--- config.mk ---
export PLATFORM = sky130hd
export DESIGN_NAME = nadder_stream_ctrl
export DESIGN_NICKNAME = d
export VERILOG_FILES = /design/src/rtl/nadder_ctrl_pkg.sv /design/src/rtl/sc_delay_line.sv /design/src/rtl/nadder_stream_ctrl.sv
export SDC_FILE = /design/constraint.sdc
export NUM_CORES = 1
export LEC_CHECK = 0
export CAP_MARGIN = 20
export CORE_MARGIN = 8
export CORE_UTILIZATION = 45
export CTS_CLUSTER_DIAMETER = 60
export CTS_CLUSTER_SIZE = 28
export DETAILED_ROUTE_END_ITERATION = 10
export MAX_ROUTING_LAYER = met4
export PLACE_DENSITY_LB_ADDON = 0.25
export SLEW_MARGIN = 20
export SYNTH_ARGS = -nofsm -noshare
export SYNTH_HDL_FRONTEND = slang
export SYNTH_HIERARCHICAL = 1
export SYNTH_SLANG_ARGS = --single-unit
--- constraint.sdc ---
create_clock -name clk -period 2.2 [get_ports clk]
set_input_delay 0.44 -clock clk [delete_from_list [all_inputs] [get_ports clk]]
set_output_delay 0.44 -clock clk [all_outputs]
set_load 0.02 [all_outputs]
--- src/rtl/nadder_ctrl_pkg.sv ---
// rtl/nadder_ctrl_pkg.sv - shared FSM state type and constant helpers for SC adder-tree controllers
package nadder_ctrl_pkg;

  typedef enum logic [2:0] {
    ST_IDLE   = 3'd0,
    ST_CLEAR  = 3'd1,
    ST_STREAM = 3'd2,
    ST_DRAIN  = 3'd3,
    ST_DONE   = 3'd4
  } state_e;

  function automatic int clog2(input int value);
    int r;
    int v;
    r = 0;
    v = value - 1;
    while (v > 0) begin
      r = r + 1;
      v = v >> 1;
    end
    return r;
  endfunction

endpackage

--- src/rtl/sc_delay_line.sv ---
// rtl/sc_delay_line.sv - parameterised-depth 1-bit shift register with synchronous clear
module sc_delay_line #(
  parameter int DEPTH = 4
) (
  input  logic clk,
  input  logic clr_i,
  input  logic bit_i,
  output logic tap_o
);

  logic [DEPTH-1:0] sr_q;

  always_ff @(posedge clk) begin
    if (clr_i) begin
      sr_q <= '0;
    end else begin
      sr_q[0] <= bit_i;
      for (int i = 1; i < DEPTH; i++) begin
        sr_q[i] <= sr_q[i-1];
      end
    end
  end

  assign tap_o = sr_q[DEPTH-1];

endmodule

--- src/rtl/nadder_stream_ctrl.sv ---
// rtl/nadder_stream_ctrl.sv - run controller for a pipelined N-input Alaghi adder tree
// Optional abort input enabled by NADDER_STREAM_CTRL_ABORT_EN.
module nadder_stream_ctrl
  import nadder_ctrl_pkg::*;
#(
  parameter int N     = 16,
  parameter int LEN_W = 10
) (
  input  logic             clk,
  input  logic             rst,
  input  logic             start,
  input  logic [LEN_W-1:0] len,
  input  logic             tree_out,
`ifdef NADDER_STREAM_CTRL_ABORT_EN
  input  logic             abort,
`endif
  output logic             tree_rst,
  output logic             tree_en,
  output logic             busy,
  output logic             done,
  output logic [LEN_W-1:0] count
);

  localparam int LAT = clog2(N);
  localparam int DRW = clog2(LAT) + 1;

  state_e           state_q, state_d;
  logic [LEN_W-1:0] remain_q, remain_d;
  logic [LEN_W-1:0] count_q, count_d;
  logic [DRW-1:0]   drain_q, drain_d;
  logic             tap;
  logic             abort_act;
  logic             line_clr;

`ifdef NADDER_STREAM_CTRL_ABORT_EN
  assign abort_act = abort && ((state_q == ST_CLEAR) || (state_q == ST_STREAM) ||
                               (state_q == ST_DRAIN));
`else
  assign abort_act = 1'b0;
`endif

  always_comb begin
    state_d  = state_q;
    remain_d = remain_q;
    drain_d  = drain_q;
    count_d  = count_q;
    if (tap) begin
      count_d = count_q + {{(LEN_W-1){1'b0}}, tree_out};
    end
    case (state_q)
      ST_IDLE: begin
        if (start) begin
          state_d  = ST_CLEAR;
          remain_d = len;
          count_d  = '0;
        end
      end
      ST_CLEAR: begin
        drain_d = '0;
        state_d = (remain_q != '0) ? ST_STREAM : ST_DONE;
      end
      ST_STREAM: begin
        remain_d = remain_q - 1'b1;
        if (remain_q == LEN_W'(1)) begin
          state_d = ST_DRAIN;
          drain_d = '0;
        end
      end
      ST_DRAIN: begin
        drain_d = drain_q + 1'b1;
        if (drain_q == DRW'(LAT - 1)) begin
          state_d = ST_DONE;
        end
      end
      ST_DONE:  state_d = ST_IDLE;
      default:  state_d = ST_IDLE;
    endcase
    if (abort_act) begin
      state_d = ST_IDLE;
    end
  end

  always_ff @(posedge clk) begin
    if (rst) begin
      state_q  <= ST_IDLE;
      remain_q <= '0;
      count_q  <= '0;
      drain_q  <= '0;
    end else begin
      state_q  <= state_d;
      remain_q <= remain_d;
      count_q  <= count_d;
      drain_q  <= drain_d;
    end
  end

  // Leftover valid tags after an abort must not leak into the next run's count.
  assign line_clr = rst | abort_act;

  sc_delay_line #(
    .DEPTH(LAT)
  ) u_valid_line (
    .clk  (clk),
    .clr_i(line_clr),
    .bit_i(tree_en),
    .tap_o(tap)
  );

  assign tree_rst = (state_q == ST_CLEAR);
  assign tree_en  = (state_q == ST_STREAM);
  assign busy     = (state_q != ST_IDLE);
  assign done     = (state_q == ST_DONE);
  assign count    = count_q;

endmodule

[After elaboration in Yosys (flattened, before gate mapping)]
Cells that the tools add are included.
Storage, ports and cells
  flip-flop bits (word level): 30
  output and inout port bits: 14
  logic and storage cells: 37
  input bits: 14
Cells by class
  $add $sub $neg: 3
  reduce and logical (&&, ||, !) cells: 8
  muxes and demuxes: 12
  equality and inequality tests: 9
Operator list (number)
  $mux 10: 4
  $pmux 10 s2: 1
  $mux 3: 5
  $pmux 3 s4: 1
  $add 10x1->10: 1
  $eq 10x1->1 const B: 1
  $reduce_bool 10->1: 1
  $sub 10x1->10 const B: 1
  $eq 3x2->1 const B: 3
  $pmux 3 s3: 1
  $ne 2x2->1 const B: 3
  $reduce_bool 3->1: 2
  $reduce_and 2->1: 2
  $add 3x1->3 const B: 1
  $eq 3x1->1 const B: 1
  $eq 3x3->1 const B: 1
  $logic_not 3->1: 1
  $reduce_and 3->1: 1
  $reduce_bool 2->1: 1

[Depth between registers and ports, before layout]
Gate-level depths: netlist (run 1).
  depth after elaboration: 4
  gate-level depth with buffers: 6

[Hierarchy]
The synthesis (run 1) kept the hierarchy.
By module, submodules not included
  nadder_stream_ctrl: cells an instance 160, times used 1, sequential area each 520.5 um^2, area each 1392.6 um^2
  sc_delay_line: cells an instance 8, times used 1, sequential area each 80.1 um^2, area each 105.1 um^2

[Worst setup path after synthesis (run 1)]
OpenSTA, ideal clock, no wires.
  path kind: register -> register
  from: reg remain_q[6]
  to: reg drain_q[1]
  data arrival time: 1.501 ns
  stages on the path, launching flop included: 5
  buffers on the path: 0
  period minus slack after synthesis: 1.618 ns
  path slack: 0.582 ns
  cells stage by stage: dfxtp_1 -> or4_4 -> nor4_4 -> o21bai_2 -> a32o_2
On the way
  word-level cells in the longest chain between the ends: 3
Ends and longest elaborated chain
  start, declared: RTL line nadder_stream_ctrl.sv:28  | logic [LEN_W-1:0] remain_q, remain_d;
  start signal, assigned: RTL line nadder_stream_ctrl.sv:91  | remain_q <= remain_d;
  $eq 10x1->1: RTL line nadder_stream_ctrl.sv:64  | if (remain_q == LEN_W'(1)) begin
  $ne 2x2->1 (no source line)
  $reduce_and 2->1 (no source line)
  end signal, assigned: RTL line nadder_stream_ctrl.sv:93  | drain_q <= drain_d;
  end, declared: RTL line nadder_stream_ctrl.sv:30  | logic [DRW-1:0] drain_q, drain_d;
No other way between the ends.
A chain may end at the register's enable or synchronous reset.

[Worst setup path in the final report (run 1)]
  from: reg state_q[0]
  to: out tree_rst
On the way
  word-level cells in the longest chain between the ends: 1
Ends and longest elaborated chain
  start, declared: RTL line nadder_stream_ctrl.sv:27  | state_e state_q, state_d;
  start signal, assigned: RTL line nadder_stream_ctrl.sv:90  | state_q <= state_d;
  $eq 3x1->1: RTL line nadder_stream_ctrl.sv:109  | assign tree_rst = (state_q == ST_CLEAR);
  end, declared: RTL line nadder_stream_ctrl.sv:17  | output logic tree_rst,
No other way between the ends.

==> impl_metrics.toml, run 1 <==
[run_status]
status = "finished, final reports clean"

[floorplan]
rows = 21
die_w_um = 73.7
io-pin-count = 28
dieArea_um2 = 5430
coreArea_um2 = 3260
initial_core_util_pct = 46.0
fp.dieH_um = 73.7

[synth]
synthCells = 168
synth_area_per_cell_um2 = 8.91
synth_top_area_share_pct = 40.1
synth_top_area_cell = "dfxtp_1"
synth_top_family_by_area = "simple AND/OR/NAND/NOR gates"
synth_fa_ha_area_share_pct = 5.85
yosys.area_share.simple_pct = 27.5
ys_seq_area_share_pct = 40.1
synth_edf_count = 0
async_flop_share_pct = 0
synth_flop_cell = "dfxtp_1"
synth-seq-cells = 30
synth.area.top_cells = "dfxtp_1, ha_1, nor2_1"
yosysWarnings = 6
netlist_area_um2 = 1500
synth-compound-area-share_pct = 16.9
synthXorXnorAreaFrac_pct = 4.09
muxShareOfSynthArea_pct = 1.34
synth_cell_types = 44
syn-num-nets = 189

[sta]
fmax_ghz = 0.483
finalWorstSetupSlack_ps = 132
min_period_ps = 2070
fin_crit_sh_pct = 94.0
drv_slew = 0
skew_ps = 5.91
rsz0062_at_grt = "false"
final-hold-violation-count = 0
worstMarginPinSlew_ps = 414
finalSetupViolations = 0
setup_tns_ps = 0
max_slew_margin_pct = 72.1

[clock_tree]
cts_setup_buffers = 0
clk_pin_slew_worst_paths_ps = 90
cts_tree = "done"
root_buffer = "clkbuf_4"
cts.repair.resized = 2
clock_path_buffers = 2
cts_max_level = 2
cts_buffers = 5
cts_hold_buf = 0
cts_sinks = 30
insertion_delay_ps = 320

[cells_and_area]
layout-drive-gt1-share_pct = 11.6
post-route-util_pct = 57.6
fill_cells = 324
area_growth_pct = 25.4
antenna_cells = 0
finalInstanceArea_um2 = 1880
fin_nets = 219

[placed_design]
hpwlAfterDp_um = 2480
post-place-ws_ps = 220
placed_area_um2 = 1810
port_buffers = 27
gp_congestion = 0.856

[min_path]
hold_class = "reg2reg"

[route]
num_vias = 1304
first_pass_iters = 4
drt-initial-drc-count = 92
drc = 0
vias_per_cell = 5.32
drt_wl_total_um = 3250
wl_per_cell_um = 13.3
ant_nets = 0

[global_routing]
busiest_layer = "met2"
use_met3_pct = 5.59
grt_pass1_vias = 1290
grt_max_degree = 14
grt_usage_pct = 14.2
use_met2_pct = 21.4
grt-ovfl-total = 0
use_met1_pct = 16.2
grt_pass1_wl_um = 5840
grt_antenna_before_repair = 0

[power_and_ir_drop]
p_total_uw = 1260
p_per_area_nw_per_um2 = 671
p_leak_uw = 0.000714
irDropWorstVdd_mv = 0.461

[setup_path]
critPathMaxFanout = 13
crit_arrival_ps = 1630
critPathKind = "reg2out"
cp.required_ps = 1760
end_kind = "primary output"
start_kind = "flop"

[job]
max-cap-violations = 0
[cells in the mapped netlist, types with 2 or more instances]
cell      number
nor3b_1        3
or4_4          2
ha_1           7
buf_2          3
nor4_1         3
and3_1         2
nand3_1        3
a32o_2         2
dfxtp_1       30
a211oi_1       7
or3_1          2
mux2i_1        2
o21ai_0        8
xnor2_1        2
nand4_1        5
nand2_1        8
a21oi_1       10
inv_1          6
xor2_1         5
clkbuf_1       4
nor2_1        19
nor2b_1        5
nor3_1         9
[kinds of logic (layout without fill, tap and decap cells)]
family | Yosys count | count (layout)
AO/OA/AOI/OAI | 37 | 37
XOR/XNOR | 7 | 7
adder cells (fa/ha/maj) | 7 | 7
buffers and inverters | 14 | 45
flip-flops | 30 | 30
multiplexers | 2 | 2
AND/OR/NAND/NOR | 71 | 71
[flip-flops by register name, indices dropped and copies added (netlist names)]
signal and flops:
state_q 3, drain_q 3, remain_q 10, count 10
u_valid_line/sr_q 4
[per-stage QoR]
step	instances	hold WS, ps
final	245	451
after global routing	245	463
after CTS	245	451
after detailed placement	237	429
after global placement	237	422
after floorplan	168	414
[where the power goes]
group          switching, uW  total [uW]  internal [uW]
combinational            160         300            140
clock                    178         333            155
sequential              46.5         626            580
[layer usage]
layer	share of wire (%)	up-vias
li1	-	672
met2	45	36
met1	47	594
met4	0.74	0
met5	0	-
met3	6.6	2
[final timing paths]
| kind | startpoint | end | slack (ps) | cells past startpoint |
|---|---|---|---|---|
| worst max register to register | remain_q[6] | drain_q[1] | 480 | 4 |
| worst min register to register | u_valid_line/sr_q[0] | u_valid_line/sr_q[1] | 450 | 1 |
| worst min-delay path | u_valid_line/sr_q[0] | u_valid_line/sr_q[1] | 450 | 1 |
| worst max-delay path | state_q[0] | tree_rst | 130 | 2 |
[layout by cell type (no fill, tap or decap), drive strengths merged, types with 7 or more instances in the layout]
cell type       n
a21oi          10
dfxtp          30
o21ai           8
clkbuf          7
a211oi          7
ha              7
nor2           19
nand2           8
nor3            9
clkdlybuf4s50  25
[layout make-up]
| cell class | count | area, um2 | area share, % |
|---|---|---|---|
| repair buffers | 31 | 302 | 16.1 |
| well taps | 46 | 57.6 | 3.06 |
| multi-input cells | 124 | 833 | 44.4 |
| inverters | 6 | 22.5 | 1.20 |
| clock buffers | 7 | 55.1 | 2.93 |
| flip-flops and latches | 30 | 603 | 32.1 |
| clock inverters | 1 | 5.00 | 0.266 |
[critical path, cell delays in order (launching register included)]
cell and delay (ps):
dfxtp_2 460, nor3b_1 210, clkdlybuf4s50_1 630
(Power assumes the default switching activity.)
==> run 2: changes to the inputs <==
--- a/config.mk
+++ b/config.mk
@@ -5,13 +5,13 @@
 export SDC_FILE = /design/constraint.sdc
 export NUM_CORES = 1
 export LEC_CHECK = 0
+export ABC_CLOCK_PERIOD_IN_PS = 2200
 export CAP_MARGIN = 20
 export CORE_MARGIN = 8
 export CORE_UTILIZATION = 45
 export CTS_CLUSTER_DIAMETER = 60
 export CTS_CLUSTER_SIZE = 28
 export DETAILED_ROUTE_END_ITERATION = 10
-export MAX_ROUTING_LAYER = met4
 export PLACE_DENSITY_LB_ADDON = 0.25
 export SLEW_MARGIN = 20
 export SYNTH_ARGS = -nofsm -noshare
==> impl_metrics.toml, run 2 (synthesis results as in run 1) <==
[run_status]
status = "finished, final reports clean"

[cells_and_area]
antenna_cells = 0
layout_common_cells = "dfxtp_1, clkdlybuf4s50_1, nor2_1"
layout_commonest_cell = "dfxtp_1"
fill_cells = 324
layout-drive-gt1-share_pct = 11.6
seqCellArea_um2 = 603
fin_nets = 219
multi_input_area_um2 = 833
area_growth_pct = 25.4

[clock_tree]
cts_buffers = 5
cts_tree = "done"
cts_hold_buf = 0
root_buffer = "clkbuf_4"
cts_sinks = 30
cts_max_level = 2
insertion_delay_ps = 320
clk_pin_slew_worst_paths_ps = 90
cts_setup_buffers = 0
clock_path_buffers = 2

[setup_path]
ff2ff_setup_slack_ps = 480
critPathMaxFanout = 13
start_kind = "flop"
ff2ff_path_depth = 4
crit_arrival_ps = 1630
r2r_end = "drain_q[1]"
endpoint = "tree_rst"
critPathKind = "reg2out"
cp.required_ps = 1760
end_kind = "primary output"
reg2reg_from = "remain_q[6]"
cp-startpoint = "state_q[0]"

[floorplan]
fp.dieH_um = 73.7
die_w_um = 73.7
coreArea_um2 = 3260
rows = 21
dieArea_um2 = 5430
io-pin-count = 28
initial_core_util_pct = 46.0

[global_routing]
grt_max_degree = 14
grt_usage_pct = 13.8
grt-ovfl-total = 0
grt_pass1_wl_um = 5840
use_met1_pct = 16.2
use_met3_pct = 5.59
grt_antenna_before_repair = 0
grt_pass1_vias = 1286
busiest_layer = "met2"
use_met2_pct = 21.4

[route]
drt_wl_total_um = 3250
ant_nets = 0
first_pass_iters = 4
drc = 0
wl_per_cell_um = 13.3
num_vias = 1304
vias_per_cell = 5.32
drt-initial-drc-count = 92

[min_path]
hold_class = "reg2reg"

[power_and_ir_drop]
p_per_area_nw_per_um2 = 670
p_leak_uw = 0.000714
irDropWorstVdd_mv = 0.461
p_total_uw = 1260

[sta]
rsz0062_at_grt = "false"
finalSetupViolations = 0
skew_ps = 5.99
fin_crit_sh_pct = 94.0
fin_hold_ws_ps = 451
max_slew_margin_pct = 72.1
final-hold-violation-count = 0
min_period_ps = 2070
fmax_ghz = 0.484
setup_tns_ps = 0
worstMarginPinSlew_ps = 414
drv_slew = 0

[placed_design]
port_buffers = 27
hpwlAfterDp_um = 2480
gp_congestion = 0.842

[job]
max-cap-violations = 0
## run 2: cell counts in the layout (fill, tap and decap cells not counted)
No cell type changed its count.
## run 2: layer usage
layer | share of wire [%] | vias up
li1 | - | 672
met1 | 48 | 594
met2 | 45 | 36
met3 | 6.5 | 2
met4 | 0.77 | 0
met5 | 0 | -
## run 2: report_power, final
group	switching, uW	internal [uW]
logic	160	140
registers	46.5	580
clock network	178	155
## run 2: per-stage QoR
stage	utilization, %	cells	worst slack (ps)	area [um2]
finish	57.6	245	132	1880
global route	57.6	245	17.5	1880
CTS	57.5	245	29.6	1870
detailed placement	55.7	237	220	1810
global placement	55.7	237	229	1810
floorplan	-	168	582	1500
## run 2: worst max-delay path, stage by stage, from the launching register on
cell,delay (ps)
dfxtp_2,460
nor3b_1,210
clkdlybuf4s50_1,630
## run 2: final cells by class
cell class	count	share of cell area, %
repair buffers	31	16.1
well taps	46	3.06
clock inverters	1	0.266
flip-flops and latches	30	32.1
clock buffers	7	2.93
multi-input cells	124	44.4
inverters	6	1.20
## run 2: timing repair
action | CTS | global route
cloned | 0 | 0
gates resized for setup | 2 | 2
hold endpoints to repair | 0 | 0
endpoints found under the setup margin | 2 | 2
## run 2: worst min-delay path by stage
stage | start | end | cells after the start
2_1_floorplan | u_valid_line/sr_q[0] | u_valid_line/sr_q[1] | 1
3_3_place_gp | u_valid_line/sr_q[0] | u_valid_line/sr_q[1] | 1
3_5_place_dp | u_valid_line/sr_q[0] | u_valid_line/sr_q[1] | 1
4_1_cts | u_valid_line/sr_q[0] | u_valid_line/sr_q[1] | 1
5_1_grt | u_valid_line/sr_q[0] | u_valid_line/sr_q[1] | 1
6_report | u_valid_line/sr_q[0] | u_valid_line/sr_q[1] | 1
